File: config.mk
export PLATFORM = sky130hd
export DESIGN_NAME = piso_shift_tx_flat
export DESIGN_NICKNAME = d
export VERILOG_FILES = /design/src/rtl/piso_shift_tx_pkg.sv /design/src/rtl/piso_shift_tx_if.sv /design/src/rtl/piso_shift_tx_bit_counter.sv /design/src/rtl/piso_shift_tx.sv /design/src/flat_wrapper.sv
export SDC_FILE = /design/constraint.sdc
export NUM_CORES = 1
export LEC_CHECK = 0
export CORE_ASPECT_RATIO = 1.5
export CORE_MARGIN = 1
export CORE_UTILIZATION = 32
export CTS_CLUSTER_DIAMETER = 150
export CTS_CLUSTER_SIZE = 28
export DETAILED_ROUTE_END_ITERATION = 12
export SYNTH_ARGS = -nofsm -noshare
export SYNTH_HDL_FRONTEND = slang
export SYNTH_HIERARCHICAL = 1
export SYNTH_SLANG_ARGS = --single-unit
File: constraint.sdc
create_clock -name CLK -period 2.02 [get_ports CLK]
set_input_delay 0.606 -clock CLK [delete_from_list [all_inputs] [get_ports CLK]]
set_output_delay 0.606 -clock CLK [all_outputs]
set_load 0.02 [all_outputs]
File: src/rtl/piso_shift_tx_pkg.sv
// piso_shift_tx_pkg
// Shared types and helpers for the parallel-in/serial-out transmitter.
//   state_t      : frame FSM states (PARITY is only reachable when
//                  PISO_SHIFT_TX_PARITY_EN is defined)
//   CNT_W        : bit-counter width for the default 8-bit word
//   cnt_width()  : bit-counter width for an arbitrary word length
//   even_parity(): XOR-reduction of a word, zero-extended to MAX_W bits
package piso_shift_tx_pkg;

    typedef enum logic [1:0] {
        IDLE   = 2'd0,
        SHIFT  = 2'd1,
        PARITY = 2'd2
    } state_t;

    localparam int DEF_WIDTH = 8;
    localparam int CNT_W     = $clog2(DEF_WIDTH);

    // Widest word the parity helper accepts; narrower words are zero-extended,
    // which leaves the XOR unchanged.
    localparam int MAX_W = 64;

    function automatic int cnt_width(input int w);
        return $clog2(w);
    endfunction

    function automatic logic even_parity(input logic [MAX_W-1:0] w);
        return ^w;
    endfunction

endpackage

File: src/rtl/piso_shift_tx_if.sv
// piso_shift_tx_if
// Handshake and serial-link signals of the transmitter.
//   Ce        : bit strobe (source -> tx)
//   Din       : parallel word (source -> tx)
//   Din_valid : Din holds a word (source -> tx)
//   Din_ready : tx accepts Din this cycle (tx -> source)
//   Qout      : serial bit (tx -> link)
//   Qvalid    : Qout carries a frame bit (tx -> link)
//   Done      : one-cycle end-of-frame pulse (tx -> source)
// master = data source / link side, slave = transmitter.
interface piso_shift_tx_if #(
    parameter int WIDTH = 8
);
    logic             Ce;
    logic [WIDTH-1:0] Din;
    logic             Din_valid;
    logic             Din_ready;
    logic             Qout;
    logic             Qvalid;
    logic             Done;

    modport master (
        output Ce, Din, Din_valid,
        input  Din_ready, Qout, Qvalid, Done
    );

    modport slave (
        input  Ce, Din, Din_valid,
        output Din_ready, Qout, Qvalid, Done
    );
endinterface

File: src/rtl/piso_shift_tx_bit_counter.sv
// piso_bit_counter
// Ce-gated bit counter for the transmitter.
//   clk_i      : clock
//   rst_ni     : asynchronous active-low reset (count -> 0)
//   clr_i      : synchronous clear to 0 (highest priority)
//   load_i     : synchronous load of load_val_i
//   load_val_i : value taken on load
//   ce_i       : bit strobe
//   inc_i      : count request; advances only when ce_i is also high
//   tc_o       : count equals TC
module piso_bit_counter #(
    parameter int               CNT_W = 3,
    parameter logic [CNT_W-1:0] TC    = {CNT_W{1'b1}}
) (
    input  logic             clk_i,
    input  logic             rst_ni,
    input  logic             clr_i,
    input  logic             load_i,
    input  logic [CNT_W-1:0] load_val_i,
    input  logic             ce_i,
    input  logic             inc_i,
    output logic             tc_o
);

    logic [CNT_W-1:0] cnt_q;

    // Count register: clear beats load beats strobed increment.
    always_ff @(posedge clk_i or negedge rst_ni) begin
        if (!rst_ni) begin
            cnt_q <= '0;
        end else if (clr_i) begin
            cnt_q <= '0;
        end else if (load_i) begin
            cnt_q <= load_val_i;
        end else if (ce_i && inc_i) begin
            cnt_q <= cnt_q + CNT_W'(1);
        end else begin
            cnt_q <= cnt_q;
        end
    end

    // Terminal-count flag straight off the register.
    always_comb begin
        tc_o = (cnt_q == TC);
    end

endmodule

File: src/rtl/piso_shift_tx.sv
// piso_shift_tx
// Parallel-in, serial-out transmitter. A WIDTH-bit word is accepted over a
// valid/ready handshake and sent one bit per Ce-high clock edge on Qout.
// Qout/Qvalid/Done are registered; Din_ready is combinational so that a new
// word can be taken on the edge that consumes the last bit of the current one.
//   CLK  : clock, rising edge
//   RST  : asynchronous active-low reset
//   bus  : piso_shift_tx_if.slave (Ce, Din, Din_valid, Din_ready, Qout,
//          Qvalid, Done)
// Parameters: WIDTH (>=2) word length, MSB_FIRST (1 = Din[WIDTH-1] first).
// Optional: define PISO_SHIFT_TX_PARITY_EN to append an even-parity bit after
// the data bits (frame cost becomes WIDTH+1 strobes).
module piso_shift_tx
    import piso_shift_tx_pkg::*;
#(
    parameter int WIDTH     = 8,
    parameter int MSB_FIRST = 1
) (
    input  logic CLK,
    input  logic RST,
    piso_shift_tx_if.slave bus
);

    localparam int             CW   = cnt_width(WIDTH);
    localparam logic [CW-1:0]  LAST = CW'(WIDTH - 1);

    state_t           state_q;
    logic [WIDTH-1:0] shreg_q;
    logic             qout_q;
    logic             qvalid_q;
    logic             done_q;
`ifdef PISO_SHIFT_TX_PARITY_EN
    logic             par_q;
`endif

    logic             accept_s;
    logic             ready_s;
    logic             frame_end_s;
    logic             cnt_tc_s;
    logic             cnt_clr_s;
    logic             cnt_inc_s;
    logic             first_bit_s;
    logic             next_bit_s;
    logic [WIDTH-1:0] shreg_shift_s;

    // Output-end selection: first bit of a new word and the bit that becomes
    // current after one shift.
    always_comb begin
        if (MSB_FIRST != 0) begin
            first_bit_s   = bus.Din[WIDTH-1];
            next_bit_s    = shreg_q[WIDTH-2];
            shreg_shift_s = {shreg_q[WIDTH-2:0], 1'b0};
        end else begin
            first_bit_s   = bus.Din[0];
            next_bit_s    = shreg_q[1];
            shreg_shift_s = {1'b0, shreg_q[WIDTH-1:1]};
        end
    end

    // Handshake and frame-end decode. The frame ends on the strobe that
    // consumes the last bit on the wire (data bit, or parity bit if enabled).
    always_comb begin
`ifdef PISO_SHIFT_TX_PARITY_EN
        frame_end_s = (state_q == PARITY) && bus.Ce;
`else
        frame_end_s = (state_q == SHIFT) && bus.Ce && cnt_tc_s;
`endif
        ready_s   = (state_q == IDLE) || frame_end_s;
        accept_s  = bus.Din_valid && ready_s;
        cnt_clr_s = accept_s || frame_end_s;
        cnt_inc_s = (state_q == SHIFT) && !cnt_tc_s;
    end

    piso_bit_counter #(
        .CNT_W (CW),
        .TC    (LAST)
    ) u_cnt (
        .clk_i      (CLK),
        .rst_ni     (RST),
        .clr_i      (cnt_clr_s),
        .load_i     (1'b0),
        .load_val_i ({CW{1'b0}}),
        .ce_i       (bus.Ce),
        .inc_i      (cnt_inc_s),
        .tc_o       (cnt_tc_s)
    );

    // Frame FSM with shift register and registered serial outputs.
    always_ff @(posedge CLK or negedge RST) begin
        if (!RST) begin
            state_q  <= IDLE;
            shreg_q  <= '0;
            qout_q   <= 1'b0;
            qvalid_q <= 1'b0;
            done_q   <= 1'b0;
`ifdef PISO_SHIFT_TX_PARITY_EN
            par_q    <= 1'b0;
`endif
        end else begin
            done_q <= 1'b0;
            case (state_q)
                IDLE: begin
                    if (accept_s) begin
                        state_q  <= SHIFT;
                        shreg_q  <= bus.Din;
                        qout_q   <= first_bit_s;
                        qvalid_q <= 1'b1;
`ifdef PISO_SHIFT_TX_PARITY_EN
                        par_q    <= even_parity(MAX_W'(bus.Din));
`endif
                    end else begin
                        qout_q   <= 1'b0;
                        qvalid_q <= 1'b0;
                    end
                end
                SHIFT: begin
                    if (bus.Ce && !cnt_tc_s) begin
                        shreg_q <= shreg_shift_s;
                        qout_q  <= next_bit_s;
                    end else if (bus.Ce) begin
`ifdef PISO_SHIFT_TX_PARITY_EN
                        state_q <= PARITY;
                        qout_q  <= par_q;
`else
                        done_q <= 1'b1;
                        if (accept_s) begin
                            shreg_q  <= bus.Din;
                            qout_q   <= first_bit_s;
                            qvalid_q <= 1'b1;
                        end else begin
                            state_q  <= IDLE;
                            qout_q   <= 1'b0;
                            qvalid_q <= 1'b0;
                        end
`endif
                    end else begin
                        qout_q <= qout_q;
                    end
                end
`ifdef PISO_SHIFT_TX_PARITY_EN
                PARITY: begin
                    if (bus.Ce) begin
                        done_q <= 1'b1;
                        if (accept_s) begin
                            state_q  <= SHIFT;
                            shreg_q  <= bus.Din;
                            qout_q   <= first_bit_s;
                            qvalid_q <= 1'b1;
                            par_q    <= even_parity(MAX_W'(bus.Din));
                        end else begin
                            state_q  <= IDLE;
                            qout_q   <= 1'b0;
                            qvalid_q <= 1'b0;
                        end
                    end else begin
                        qout_q <= qout_q;
                    end
                end
`endif
                default: begin
                    state_q  <= IDLE;
                    qout_q   <= 1'b0;
                    qvalid_q <= 1'b0;
                end
            endcase
        end
    end

    assign bus.Din_ready = ready_s;
    assign bus.Qout      = qout_q;
    assign bus.Qvalid    = qvalid_q;
    assign bus.Done      = done_q;

endmodule

File: src/flat_wrapper.sv
// flat-port wrapper written by rule: the top's interface ports become plain ports
module piso_shift_tx_flat import piso_shift_tx_pkg::*;
#(
    parameter int WIDTH     = 8,
    parameter int MSB_FIRST = 1
)
  (CLK, RST, bus_Ce, bus_Din, bus_Din_valid, bus_Din_ready, bus_Qout, bus_Qvalid, bus_Done);
  piso_shift_tx_if #(.WIDTH(WIDTH)) bus_i ();
  input  logic CLK;
  input  logic RST;
  input wire logic [$bits(bus_i.Ce)-1:0] bus_Ce;
  input wire logic [$bits(bus_i.Din)-1:0] bus_Din;
  input wire logic [$bits(bus_i.Din_valid)-1:0] bus_Din_valid;
  output wire logic [$bits(bus_i.Din_ready)-1:0] bus_Din_ready;
  output wire logic [$bits(bus_i.Qout)-1:0] bus_Qout;
  output wire logic [$bits(bus_i.Qvalid)-1:0] bus_Qvalid;
  output wire logic [$bits(bus_i.Done)-1:0] bus_Done;
  assign bus_i.Ce = bus_Ce;
  assign bus_i.Din = bus_Din;
  assign bus_i.Din_valid = bus_Din_valid;
  assign bus_Din_ready = bus_i.Din_ready;
  assign bus_Qout = bus_i.Qout;
  assign bus_Qvalid = bus_i.Qvalid;
  assign bus_Done = bus_i.Done;
  piso_shift_tx #(.WIDTH(WIDTH), .MSB_FIRST(MSB_FIRST)) u_core (.CLK(CLK), .RST(RST), .bus(bus_i));
endmodule
==> results of run 1 <==
-- flip-flops by register name, summed over array words and instances (netlist names) --
name / count
u_core/bus.Qvalid: 1
u_core/bus.Qout: 1
u_core/u_cnt/cnt_q: 3
u_core/state_q: 1
u_core/shreg_q: 7
u_core/bus.Done: 1
-- stage by stage --
| step | area [µm²] | instances | setup TNS, ps | worst slack (ps) |
|---|---|---|---|---|
| 2_1_floorplan | 857 | 88 | 0 | 178 |
| 3_3_place_gp | 1070 | 131 | -814 | -433 |
| 3_5_place_dp | 1070 | 131 | -927 | -423 |
| 4_1_cts | 1100 | 135 | 0 | 12.1 |
| 5_1_grt | 1120 | 136 | -6.36 | -6.36 |
| 6_report | 1120 | 136 | 0 | 33.6 |
-- worst max path at each step --
stage                                            startpoint                           endpoint  slack [ps]  depth (start not counted)
after floorplan           u_core/u_cnt/cnt_q[0]$_DFFE_PN0P_  u_core/u_cnt/cnt_q[0]$_DFFE_PN0P_         180                          7
after global placement                               bus_Ce                      bus_Din_ready        -430                          4
after detailed placement                             bus_Ce                      bus_Din_ready        -420                          4
after CTS                 u_core/u_cnt/cnt_q[0]$_DFFE_PN0P_                      bus_Din_ready          10                          5
after global routing      u_core/u_cnt/cnt_q[1]$_DFFE_PN0P_                      bus_Din_ready          -6                          5
final                     u_core/u_cnt/cnt_q[1]$_DFFE_PN0P_                      bus_Din_ready          30                          5
-- logic make-up after synthesis --
kind of cell | Yosys count
other | 1
and+or+nand+nor | 26
DFF | 14
buffers and inverters | 8
adders and majority gates | 2
AOI/OAI and AO/OA | 26
-- per-layer routing --
metal / track usage / vias up / share of wire
li1: - / 348 / -
met1: 0.186 / 336 / 0.46
met2: 0.237 / 19 / 0.50
met3: 0.0169 / 2 / 0.040
met4: 0.0568 / 0 / 0.0075
met5: 0 / - / 0
-- worst reg2reg max path: stages, from the launching register on --
cell and delay, ps:
dfrtp_1 390, ha_2 200, ha_4 160, buf_4 150
nand2b_1 190, inv_2 140, a211oi_1 100, a2111oi_1 390
-- power by group through the flow --
stage	combinational (mW)	clock [mW]	sequential, mW
after floorplan	0.340	0	0.482
after global placement	0.554	0	0.463
after detailed placement	0.569	0	0.467
after CTS	0.582	0.166	0.462
after global routing	0.686	0.175	0.477
final	0.617	0.158	0.466
-- layout make-up --
class,instances,area [µm²],share of cell area
repair buffers,24,218,0.194
flip-flops and latches,14,350,0.312
inverters,5,18.8,0.0167
well taps,24,30.0,0.0268
multi-input cells,66,483,0.430
clock buffers,3,22.5,0.0201
-- layout by cell type (no fill, tap or decap), drive strengths merged, types with 4 or more instances in the layout --
master,n
nand2b,9
a211oi,4
clkdlybuf4s50,13
nand3b,6
conb,12
dfrtp,14
inv,5
a21boi,7
buf,10
a221o,6
-- repair_timing --
action / CTS / global route
setup endpoints to repair: 1 / 3
buffers inserted: 1 / 1
pin swaps: 1 / 2
gates resized for setup: 7 / 4
==> out/results.txt, run 1 <==
P&R area growth vs syn = 37.6%
worst hold path startpoint = u_core/bus.Qvalid$_DFFE_PN0P_
Synth top area share = 0.429
Placeable Area = 2420 µm²
Yosys cell types = 29
DIE WIDTH = 43.2 µm
Remaining DRCs = 0
Clock Latency Late Sink = 270 ps
number of synthesized flops with an enable pin = 0
Seq/Total Area, Yosys = 0.429
Die Ht = 63.8 µm
Initial DRC Count = 12
Int Pwr = 0.795 mW
worst-path maximum fanout = 2
CP required = 1410 ps
depth of the most critical reg-to-reg path = 7
Synth Area in XOR/XNOR = 0
Clock power frac = 0.127
MaxCap Viol Count = 0
RePlAce Congestion = 0.694
Worst Hold End = u_core/bus.Qvalid$_DFFE_PN0P_
Post-DRT Antenna Nets = 0
layout cell share with drive strength beyond 1 = 0.205
global-route wire length before repair = 3.04 mm
CP Buf/Inv Count = 2
reg2reg end = u_core/u_cnt/cnt_q[2]$_DFFE_PN0P_
top-count cell post-synth = dfrtp_1
register-to-register setup slack = 170 ps
H-Tree Depth = 1
largest net degree at the start of global routing = 23
Row Count = 22
Routed WL = 1.87 mm
Simple-Gate Fraction of Synth Area = 0.216
Final setup viols = 0
clock-pin slew on the worst setup and hold paths = 80 ps
Hold Fails Final Rpt = 0
die area = 2760 µm²
hold_ws = 496 ps
final global-route overflow total = 0
clock buffer depth = 2
Nets = 128
Fin Clk Skew = 0.998 ps
HP Class = flip-flop to flip-flop
Synth area leaders = dfrtp_1 43%, a221o_1 7.4%, nand2b_1 6.9%
Synth Instances = 77
largest family of logic cells by synthesized area = compound AO/OA/AOI/OAI gates
crit path kind = flip-flop to primary output
average size of a mapped cell = 10.6 µm²
dpl hpwl = 1.30 mm
CP cell instances = ha_2 -> ha_4 -> a21boi_2 -> inv_1 -> buf_6
worst r2r src = u_core/u_cnt/cnt_q[1]$_DFFE_PN0P_
Filler cells = 248
FF+latch count, synth = 14
Overall Power = 1.24 mW
Reg power frac = 0.375
adder-cell share of the synthesized area = 0.0307
boundary pin count = 16
Inserted Clock Buffers = 3
WL/cell = 13.7 µm
Comb pwr share = 0.497
switching part of the total power = 0.360
Port Buf Inserts = 15
Synth top cells by count = 14 x dfrtp_1, 9 x nand2b_1, 6 x a21boi_0, 6 x a221o_1, 6 x nand3b_1
mapped cell area = 816 µm²
Vias/cell = 5.18
Post-synth ARST share = 1.00
TritonCTS clock tree = yes
antenna violations before repair = 0
status = complete, no violations
arrival time at the worst endpoint = 1380 ps
routed vias = 705
Pins Over Slew Limit = 0
P_sw = 0.447 mW
Top delay family on crit path = flip-flops
VDD IR-drop max = 0.629 mV
PwrDens = 1110 nW/µm²
Ys Warns = 6
Root Driver = clkbuf_4
critical path startpoint category = flip-flop
vias in the first global route = 683
highest clock rate = 503 MHz
Critical Path Max Stage Delay = 390 ps
First-pass DRT Iterations = 4
Layout Utilization = 0.463
Final Critical Period = 1990 ps
Most used DFF post-synth = dfrtp_1
mux share of post-synthesis cell area = 0
Initial Utilization = 0.337
slowest CP cell = dfrtp_1
GRT Total Usage = 0.144
area leader, netlist = dfrtp_1
Setup crit end kind = primary output
final cycle utilization of the critical path = 0.983
cell depth of the worst hold path = 1
Static Leakage = 0.487 nW
Post-CTS Hold Buffers = 0
number of clock sinks = 14
ant diodes = 0
Synth Area in Compound Gates = 0.271
No activity file was read; power rests on OpenSTA's default activity.
==> run 2: changes to the inputs <==
- clock period: 2.02 -> 1.9 ns (I/O delays scaled with it)
==> run 2 against run 1 <==
Net effect:
- the run now ends with setup timing left
- sequential cell count unchanged
- clock power increased by 3%
- sequential share of layout area decreased by 1.4 points
- critical path depth unchanged
- setup slack got worse by 64 ps
- die area unchanged
- register-to-register slack got worse by 70 ps
- sequential power increased by 5.8%
==> out/results.txt, run 2 (same netlist as run 1, synthesis figures left out) <==
status = finished, violations left
failing checks = setup timing
Largest register FFs = 7
Vias/cell = 5.06
Reg power frac = 0.354
global-route wire length before repair = 3.06 mm
placed standard-cell area = 1080 µm²
worst r2r src = u_core/u_cnt/cnt_q[1]$_DFFE_PN0P_
Final setup viols = 1
RePlAce Congestion = 0.692
non-filler cells, final = 136
Final Critical Period = 1930 ps
dpl hpwl = 1.31 mm
P_sw = 0.491 mW
Post-DRT Antenna Nets = 0
register-to-register setup slack = 100 ps
worst-path maximum fanout = 4
Initial DRC Count = 15
commonest non-fill, non-tap cell in the layout = dfrtp_1
Port Buf Inserts = 15
Int Pwr = 0.901 mW
Static Leakage = 0.503 nW
Initial Utilization = 0.337
vias in the first global route = 715
final cycle utilization of the critical path = 1.02
layout cell share with drive strength beyond 1 = 0.250
post-route design area = 1170 µm²
crit path kind = flip-flop to primary output
critical path startpoint category = flip-flop
Setup crit end kind = primary output
Remaining DRCs = 0
boundary pin count = 16
WL/cell = 12.7 µm
HP Class = flip-flop to flip-flop
worst setup path end = bus_Din_ready
die area = 2760 µm²
antenna violations before repair = 0
Comb pwr share = 0.529
CP required = 1330 ps
depth of the most critical reg-to-reg path = 6
Pins Over Slew Limit = 0
Nets = 128
ant diodes = 0
critical path launch point = u_core/u_cnt/cnt_q[1]$_DFFE_PN0P_
clock-pin slew on the worst setup and hold paths = 80 ps
switching part of the total power = 0.353
VDD IR-drop max = 0.669 mV
reg2reg end = u_core/u_cnt/cnt_q[2]$_DFFE_PN0P_
Clock Latency Late Sink = 270 ps
number of clock sinks = 14
Row Count = 22
Root Driver = clkbuf_4
largest net degree at the start of global routing = 23
cell depth of the worst hold path = 1
routed vias = 688
Hold Fails Final Rpt = 0
H-Tree Depth = 1
First-pass DRT Iterations = 4
final global-route overflow total = 0
highest clock rate = 518 MHz
P&R area growth vs syn = 43.9%
GRT Total Usage = 0.143
most frequent cells in the layout = 14 x dfrtp_1, 13 x clkdlybuf4s50_1, 12 x conb_1
PwrDens = 1190 nW/µm²
Clock power frac = 0.116
clock buffer depth = 2
DIE WIDTH = 43.2 µm
Routed WL = 1.73 mm
Die Ht = 63.8 µm
Fin Clk Skew = 2.65 ps
TritonCTS clock tree = yes
dpl cells = 132
RSZ-0062 raised after global routing = yes
arrival time at the worst endpoint = 1360 ps
Placeable Area = 2420 µm²
Post-CTS Hold Buffers = 0
hold_ws = 498 ps
post-layout worst setup margin = -30.3 ps
Top reg by flops = u_core/shreg_q
Largest regs = u_core/shreg_q: 7 flops, u_core/u_cnt/cnt_q: 3 flops
MaxCap Viol Count = 0
Inserted Clock Buffers = 3
Filler cells = 228
## run 2: cell counts in the layout (fill, tap and decap cells not counted)
Identical to the previous run, type by type.
## run 2: critical path, cell delays in order (launching register included)
cell	delay, ps
dfrtp_1	390
ha_2	200
ha_4	170
a21boi_4	160
inv_2	50
buf_6	120
## run 2: power by group through the flow
stage               clock network (mW)  registers [mW]  logic [mW]
floorplan                            0           0.513       0.362
global placement                     0           0.492       0.605
detailed placement                   0           0.496       0.619
CTS                              0.167           0.495       0.684
global route                     0.179           0.509       0.814
finish                           0.162           0.493       0.737
## run 2: cell type report
class	count	area, µm²	area share
clock buffers	3	22.5	0.0192
inverters	5	18.8	0.0160
multi-input cells	66	534	0.455
flip-flops and latches	14	350	0.299
well taps	24	30.0	0.0256
repair buffers	24	218	0.186
## run 2: repair_timing
action / 4_1_cts / 5_1_grt
setup buffers: 1 / 0
setup endpoints to repair: 4 / 4
resized for setup: 13 / 6
pin swaps: 3 / 2
## run 2: how the worst min path moves through the flow
stage	start	to
floorplan	RST	u_core/bus.Done$_DFF_PN0_
global placement	u_core/bus.Qvalid$_DFFE_PN0P_	u_core/bus.Qvalid$_DFFE_PN0P_
detailed placement	u_core/bus.Qvalid$_DFFE_PN0P_	u_core/bus.Qvalid$_DFFE_PN0P_
CTS	u_core/bus.Qvalid$_DFFE_PN0P_	u_core/bus.Qvalid$_DFFE_PN0P_
global route	u_core/bus.Qvalid$_DFFE_PN0P_	u_core/bus.Qvalid$_DFFE_PN0P_
finish	u_core/bus.Qvalid$_DFFE_PN0P_	u_core/bus.Qvalid$_DFFE_PN0P_
## run 2: routing by layer
layer,part of all wire,routed length [µm],global-route usage
met1,0.48,835,0.197
met2,0.47,820,0.224
met3,0.035,61,0.0169
met4,0.0075,13,0.0568
met5,0,0,0
## run 2: stage by stage
stage,power [mW],util,setup slack (ps),TNS [ps]
after floorplan,0.875,-,57.6,0
after global placement,1.10,0.445,-482,-1310
after detailed placement,1.11,0.445,-467,-1560
after CTS,1.35,0.468,-49.5,-49.5
after global routing,1.50,0.485,-109,-117
final,1.39,0.485,-30.3,-30.3
==> run 3: changes to the inputs <==
- REMOVE_ABC_BUFFERS: unset -> 1
==> run 3 against run 2 <==
Net effect:
- sequential cell count is the same
- critical endpoint unchanged
- highest routed layer unchanged
- clock-buffer cell count is 1 higher
- maximum frequency decreased by 1.9%
- the run still ends with setup timing left
- register-to-register slack lost 20 ps
- via count increased by 2.3%
- critical path type unchanged
- largest power group unchanged
- cell count grew 0.74%
==> out/results.txt, run 3 (same netlist as run 1, synthesis figures left out) <==
status = finished, violations left
failing checks = setup timing
Filler cells = 246
clock-pin slew on the worst setup and hold paths = 100 ps
antenna violations before repair = 0
vias in the first global route = 731
clock buffer depth = 2
H-Tree Depth = 1
routed vias = 704
RSZ-0062 raised after global routing = yes
number of clock sinks = 14
GRT met1 Usage = 0.198
PwrDens = 1220 nW/µm²
Final setup viols = 1
Root Driver = clkbuf_4
dpl hpwl = 1.37 mm
final global-route overflow total = 0
Row Count = 22
most frequent cells in the layout = 14 x dfrtp_1, 13 x clkdlybuf4s50_1, 12 x conb_1
Pins Over Slew Limit = 0
met2 GRT Util = 0.265
P&R area growth vs syn = 44.9%
Hold Fails Final Rpt = 0
commonest non-fill, non-tap cell in the layout = dfrtp_1
boundary pin count = 16
global-route wire length before repair = 3.30 mm
Remaining DRCs = 0
die area = 2760 µm²
arrival time at the worst endpoint = 1400 ps
GRT Total Usage = 0.157
TritonCTS clock tree = yes
critical path startpoint category = flip-flop
Top reg by flops = u_core/shreg_q
Layout Utilization = 0.488
Clock Latency Late Sink = 290 ps
Die Ht = 63.8 µm
Inserted Clock Buffers = 3
Place WS = -474 ps
Largest register FFs = 7
ant diodes = 0
met3 GRT Util = 0.0169
largest net degree at the start of global routing = 23
Fin Clk Skew = 9.19 ps
Placeable Area = 2420 µm²
First-pass DRT Iterations = 4
HP Class = flip-flop to flip-flop
MaxCap Viol Count = 0
Static Leakage = 0.509 nW
Post-DRT Antenna Nets = 0
global routing's busiest layer = met2
RePlAce Congestion = 0.657
Vias/cell = 5.14
final cycle utilization of the critical path = 1.04
DIE WIDTH = 43.2 µm
Final Critical Period = 1970 ps
Initial DRC Count = 18
Nets = 128
Initial Utilization = 0.337
Setup crit end kind = primary output
worst-path maximum fanout = 4
Routed WL = 1.87 mm
Largest regs = u_core/shreg_q: 7 flops, u_core/u_cnt/cnt_q: 3 flops
crit path kind = flip-flop to primary output
CP required = 1330 ps
highest clock rate = 508 MHz
layout cell share with drive strength beyond 1 = 0.248
WL/cell = 13.6 µm
Post-CTS Hold Buffers = 0
Port Buf Inserts = 15
VDD IR-drop max = 0.715 mV
post-layout worst setup margin = -67.5 ps
==> run 3: cell count changes in the layout (fill, tap and decap cells not counted), sizes merged <==
cell / before / now
clkbuf: 3 / 4
==> run 3: path summary, 6_finish.rpt <==
kind                                                    from                                end  slack [ps]  cells after the start
max                        u_core/u_cnt/cnt_q[0]$_DFFE_PN0P_                      bus_Din_ready         -70                      5
max in group asynchronous                                RST      u_core/shreg_q[1]$_DFFE_PN0P_        1130                      2
min                            u_core/bus.Qvalid$_DFFE_PN0P_      u_core/bus.Qvalid$_DFFE_PN0P_         500                      1
min reg2reg                    u_core/bus.Qvalid$_DFFE_PN0P_      u_core/bus.Qvalid$_DFFE_PN0P_         500                      1
max reg2reg                u_core/u_cnt/cnt_q[0]$_DFFE_PN0P_  u_core/u_cnt/cnt_q[2]$_DFFE_PN0P_          80                      6
min in group asynchronous                                RST      u_core/state_q[0]$_DFFE_PN0P_         580                      2
==> run 3: through the flow <==
stage / std cells / setup TNS, ps / hold WS, ps / power, mW / area, µm²
after floorplan: 85 / 0 / 274 / 0.861 / 837
after global placement: 133 / -1140 / 479 / 1.09 / 1080
after detailed placement: 133 / -1370 / 478 / 1.13 / 1080
after CTS: 137 / -86.7 / 504 / 1.40 / 1140
after global routing: 137 / -124 / 510 / 1.55 / 1180
final: 137 / -67.5 / 498 / 1.45 / 1180
==> run 3: per-layer routing <==
metal  share of wire  vias up
met5               0        -
met4          0.0091        0
met3           0.042        2
met2            0.49       17
met1            0.46      334
li1                -      351
==> run 3: report_power, final <==
group	switching, mW	internal (mW)
Combinational	0.316	0.400
Clock	0.112	0.117
Sequential	0.0854	0.415
Total	0.514	0.932
==> run 3: layout make-up <==
class                      count  area [µm²]  share of cell area
timing repair buffer          24         218               0.184
sequential                    14         350               0.296
multi-input combinational     66         529               0.448
inverter                       5        18.8              0.0159
tap                           24        30.0              0.0254
clock buffer                   4        36.3              0.0307
==> run 3: critical path, cell delays in order (launching register included) <==
cell and delay (ps):
dfrtp_1 410, ha_2 200, ha_4 170, a21boi_4 160
inv_2 50, buf_6 120
==> run 3: what timing repair did <==
action,in CTS,in global routing
pin swaps,3,2
setup endpoints to repair,10,10
resized for setup,12,6
buffers inserted,0,0
